==> config.mk <==
export PLATFORM = sky130hd
export DESIGN_NAME = add32_seq
export DESIGN_NICKNAME = d
export VERILOG_FILES = /design/src/rtl/add32_seq.sv
export SDC_FILE = /design/constraint.sdc
export NUM_CORES = 1
export LEC_CHECK = 0
export CORE_ASPECT_RATIO = 0.7
export CORE_MARGIN = 2
export CORE_UTILIZATION = 50
export CTS_CLUSTER_SIZE = 20
export DETAILED_ROUTE_END_ITERATION = 7
export PLACE_DENSITY = 0.9
export SYNTH_ARGS = -nofsm -noshare
export SYNTH_HDL_FRONTEND = slang
export SYNTH_SLANG_ARGS = --single-unit
==> constraint.sdc <==
create_clock -name clk -period 4.9 [get_ports clk]
set_input_delay 0.49 -clock clk [delete_from_list [all_inputs] [get_ports clk]]
set_output_delay 0.49 -clock clk [all_outputs]
set_load 0.02 [all_outputs]
==> src/rtl/add32_seq.sv <==
// Sequential 32-bit adder: one shared 8-bit carry-lookahead slice, one byte per cycle, LSB first.
// Define ADD32_SEQ_SUB_EN to make the sub port select A - B; otherwise sub is ignored.
//
// state | meaning
// ------+-------------------------------------------------------------
// IDLE  | waiting for in_valid; in_ready=1
// RUN   | computing slice k (0..3), one byte per clock
// DONE  | result held on sum/cout/ovf; out_valid=1 until out_ready
module add32_seq (
    input  logic        clk,
    input  logic        rst,
    input  logic        in_valid,
    output logic        in_ready,
    input  logic [31:0] a,
    input  logic [31:0] b,
    input  logic        cin,
    input  logic        sub,
    output logic        out_valid,
    input  logic        out_ready,
    output logic [31:0] sum,
    output logic        cout,
    output logic        ovf
);

    typedef enum logic [1:0] {IDLE, RUN, DONE} state_t;

    state_t      state;
    logic [1:0]  k;
    logic        carry;
    logic [31:0] a_q;
    logic [31:0] b_q;
    logic [31:0] sum_q;
    logic        cout_q;
    logic        ovf_q;
    logic        sub_eff;

`ifdef ADD32_SEQ_SUB_EN
    assign sub_eff = sub;
`else
    logic unused_sub;
    assign unused_sub = sub;
    assign sub_eff    = 1'b0;
`endif

    logic [7:0] sa;
    logic [7:0] sb;
    logic [7:0] sg;
    logic [7:0] sp;
    logic [7:0] ss;
    logic [8:0] sc;

    // Shared slice: b_q already holds the effective (possibly inverted) operand.
    always_comb begin
        sa    = a_q[{k, 3'b000} +: 8];
        sb    = b_q[{k, 3'b000} +: 8];
        sg    = sa & sb;
        sp    = sa ^ sb;
        sc    = '0;
        sc[0] = carry;
        for (int i = 0; i < 8; i++) begin
            sc[i+1] = sg[i] | (sp[i] & sc[i]);
        end
        ss = sp ^ sc[7:0];
    end

    always_ff @(posedge clk) begin
        if (rst) begin
            state  <= IDLE;
            k      <= 2'd0;
            carry  <= 1'b0;
            a_q    <= '0;
            b_q    <= '0;
            sum_q  <= '0;
            cout_q <= 1'b0;
            ovf_q  <= 1'b0;
        end else begin
            case (state)
                IDLE: begin
                    if (in_valid) begin
                        a_q   <= a;
                        b_q   <= sub_eff ? ~b : b;
                        carry <= sub_eff ? 1'b1 : cin;
                        k     <= 2'd0;
                        state <= RUN;
                    end
                end
                RUN: begin
                    sum_q[{k, 3'b000} +: 8] <= ss;
                    carry <= sc[8];
                    k     <= k + 2'd1;
                    if (k == 2'd3) begin
                        cout_q <= sc[8];
                        ovf_q  <= (sa[7] == sb[7]) && (ss[7] != sa[7]);
                        state  <= DONE;
                    end
                end
                DONE: begin
                    if (out_ready) begin
                        state <= IDLE;
                    end
                end
                default: state <= IDLE;
            endcase
        end
    end

    assign in_ready  = (state == IDLE);
    assign out_valid = (state == DONE);
    assign sum       = sum_q;
    assign cout      = cout_q;
    assign ovf       = ovf_q;

endmodule

==> summary.txt <==
Status
  • Status: finished clean

Pwr
  • VDD IR max: roughly 190 µV
  • Pwr dens: ~330 mW/mm²
  • Leakage power: around 2.1 nW

Yosys
  • Synthesized net count: between 500 and 600
  • Synth cell types: 31
  • Synth Instances: about 500
  • Post-synth top area share: 0.467
  • Post-synth EDFFs: 0
  • Most common cell in the netlist: nand2_1
  • Sequential cell area fraction in the yosys report: 0.467
  • Cell accounting for the most synthesized area: dfxtp_1
  • Synth Warn #: 0
  • Yosys reg bits: 103
  • Ranking of synthesized cells by area: dfxtp_1 (47%), nand2_1 (12%), a21oi_1 (8.7%)
  • Ys async rst share: 0
  • Top post-synthesis cells by count: nand2_1 (139), dfxtp_1 (103), a21oi_1 (77)
  • Post-synth top flop: dfxtp_1
  • Post-synthesis cell area: ~0.0044 mm²
  • Syn Area/Cell: approximately 8.9 µm²

Floorplan
  • # rows: 28
  • Chip width: 116 µm
  • DIE HEIGHT: just over 80 µm
  • I/O pins: approximately 110
  • Core area: approximately 0.0085 mm²
  • Initial Util: 0.519
  • Die area: around 0.0096 mm²

Layout
  • Layout Utilization: 0.677
  • # diodes: 0
  • Layout fillers: roughly 630
  • Synth-to-layout area growth: 30.4%
  • Multi-input logic area: 0.00208 mm²
  • Sequential cell area: a little over 0.002 mm²
  • # nets final: between 600 and 700
  • Fraction of layout cells with a size suffix above 1: 0.0720

Global route
  • Total grt overflow: 0
  • Global Route Usage Sum: 0.248
  • First-pass GRT wire length: about 18 mm
  • Vias in the first global route: ~3800
  • Initial antenna violation count: 0
  • Pin count of the biggest net entering global routing: 106

Clocking
  • Clock Latency Late Sink: between 0.3 and 0.4 ns
  • CTS tree: built
  • Clock root cell: clkbuf_16
  • Hold_buf cts: 0
  • Sink Count: 103
  • Htree depth: 3
  • PostCTS Resize Cnt: 0
  • Worst-path clk slew: about 0.070 ns
  • TritonCTS Buffers: 9
  • Post-CTS Setup Inserts: 0
  • Clk buf depth: 2

Critical path
  • Crit-path cells: mux4_2 -> fa_1 -> inv_1 -> fa_1 -> fa_1 -> fa_1 -> fa_1 -> fa_1 -> fa_1 -> inv_1 -> fa_1 -> nand2b_1 -> nor4_2 -> a221o_1
  • Max stage delay on crit path: 0.54 ns
  • WP data arrival: between 4 and 5 ns
  • Worst path required time: 5.13 ns
  • Crit. End Element: register
  • CP startpoint kind: register
  • Setup CP Type: register to register
  • Slowest stage cell, crit path: fa_1
  • Most frequent CP cell: fa_1
  • Crit Path Max Fanout: 6
  • FF-to-FF setup slack: approximately 0.29 ns

Drt
  • Routed WL: between 10 and 15 mm
  • Vias per cell: between 5 and 6
  • Routed length per placed instance: about 16 µm
  • DRC: 0
  • Starting DRT DRC Count: ~500
  • Vias: 3963
  • Final ANT Viol Nets: 0
  • Pre-antenna DRT Iters: 8

Run
  • Max-cap viol count: 0

Placement
  • RePlAce Congestion: about 0.81
  • Post-DP HPWL: 7.71 mm
  • Port-buffer cells: roughly 100

STA
  • Slew Viols, Final: 0
  • Normalized max-slew margin: 0.160
  • Final setup fails: 0
  • Fin. Hold Viols: 0
  • RSZ-0062 raised after global routing: false
  • Final Skew: approximately 0.0061 ns
  • Worst-Margin Slew: roughly 1.2 ns
  • Max Freq: about 220 MHz
  • Period Utilization, post-route: 0.941
  • TNS Setup: 0 ns
  • Minimum clock period: between 4 and 5 ns

Min path
  • Hold crit path type: register to register
## where the power goes
group | internal, mW | leakage [nW] | switching, mW
Sequential | 0.876 | 0.841 | 0.0246
Combinational | 0.121 | 1.09 | 0.156
Clock | 0.412 | 0.143 | 0.307
Total | 1.41 | 2.07 | 0.487
## layer usage
layer  wire, µm  GRT usage
met1       4640      0.321
met2       5490      0.415
met3       1070     0.0569
met4        206     0.0857
met5          0          0
## cell usage in the layout, fill, tap and decap left out, types with 3 or more instances in the layout
cell type,Yosys,routed
nand3b_1,5,5
dfxtp_1,103,103
buf_4,2,7
ha_1,7,7
mux4_2,16,16
fa_1,8,8
nand2_1,139,139
nor2_1,25,25
nand4_1,8,8
a21oi_1,77,77
clkbuf_16,0,9
inv_1,22,22
a32oi_1,24,24
nor2b_1,5,5
clkdlybuf4s50_1,0,103
nand2b_1,3,3
nand3_1,4,4
## layout make-up
class / instances / share of cell area
clock inverter: 4 / 0.00955
multi-input combinational: 332 / 0.361
timing repair buffer: 110 / 0.188
sequential: 103 / 0.358
tap: 120 / 0.0261
inverter: 22 / 0.0143
clock buffer: 12 / 0.0428
## through the flow
| step | hold slack [ns] | setup slack (ns) | total power, mW | instances | instance area, µm² |
|---|---|---|---|---|---|
| finish | 0.457 | 0.291 | 1.90 | 703 | 5760 |
| global route | 0.479 | 0.0819 | 1.96 | 703 | 5760 |
| CTS | 0.454 | 0.313 | 1.89 | 703 | 5760 |
| detailed placement | 0.445 | 0.329 | 1.19 | 687 | 5460 |
| global placement | 0.441 | 0.491 | 1.17 | 687 | 5460 |
| floorplan | 0.433 | 0.365 | 1.08 | 498 | 4420 |
## final timing paths
path	start	endpoint	cells past startpoint
setup / recovery	k[0]	ovf	14
hold reg to reg	b_q[31]	b_q[31]	2
hold / removal	b_q[31]	b_q[31]	2
setup reg to reg	k[0]	ovf	14
## state kept, by name (all words and copies together) (netlist names)
signal / count
a_q: 32
b_q: 32
carry: 1
cout: 1
k: 2
ovf: 1
state: 2
sum: 32
## cell families (layout without fill, tap and decap cells)
group,Yosys count,count (layout),synth area share
compound gates,104,104,0.140
fa+ha+maj,15,15,0.0561
buf+inv,63,148,0.0629
flops,103,103,0.467
mux,16,16,0.0816
simple gates,197,197,0.193
## critical path, delay by kind of cell, from the launching register on
family | cells | cell delay [ns]
AND/OR/NAND/NOR | 2 | 0.23
multiplexers | 1 | 0.30
flip-flops | 1 | 0.51
AO/OA/AOI/OAI | 1 | 0.29
buffers and inverters | 2 | 0.13
adder cells (fa/ha/maj) | 8 | 3.04
Note: power is estimated with default switching activity, not from simulation.
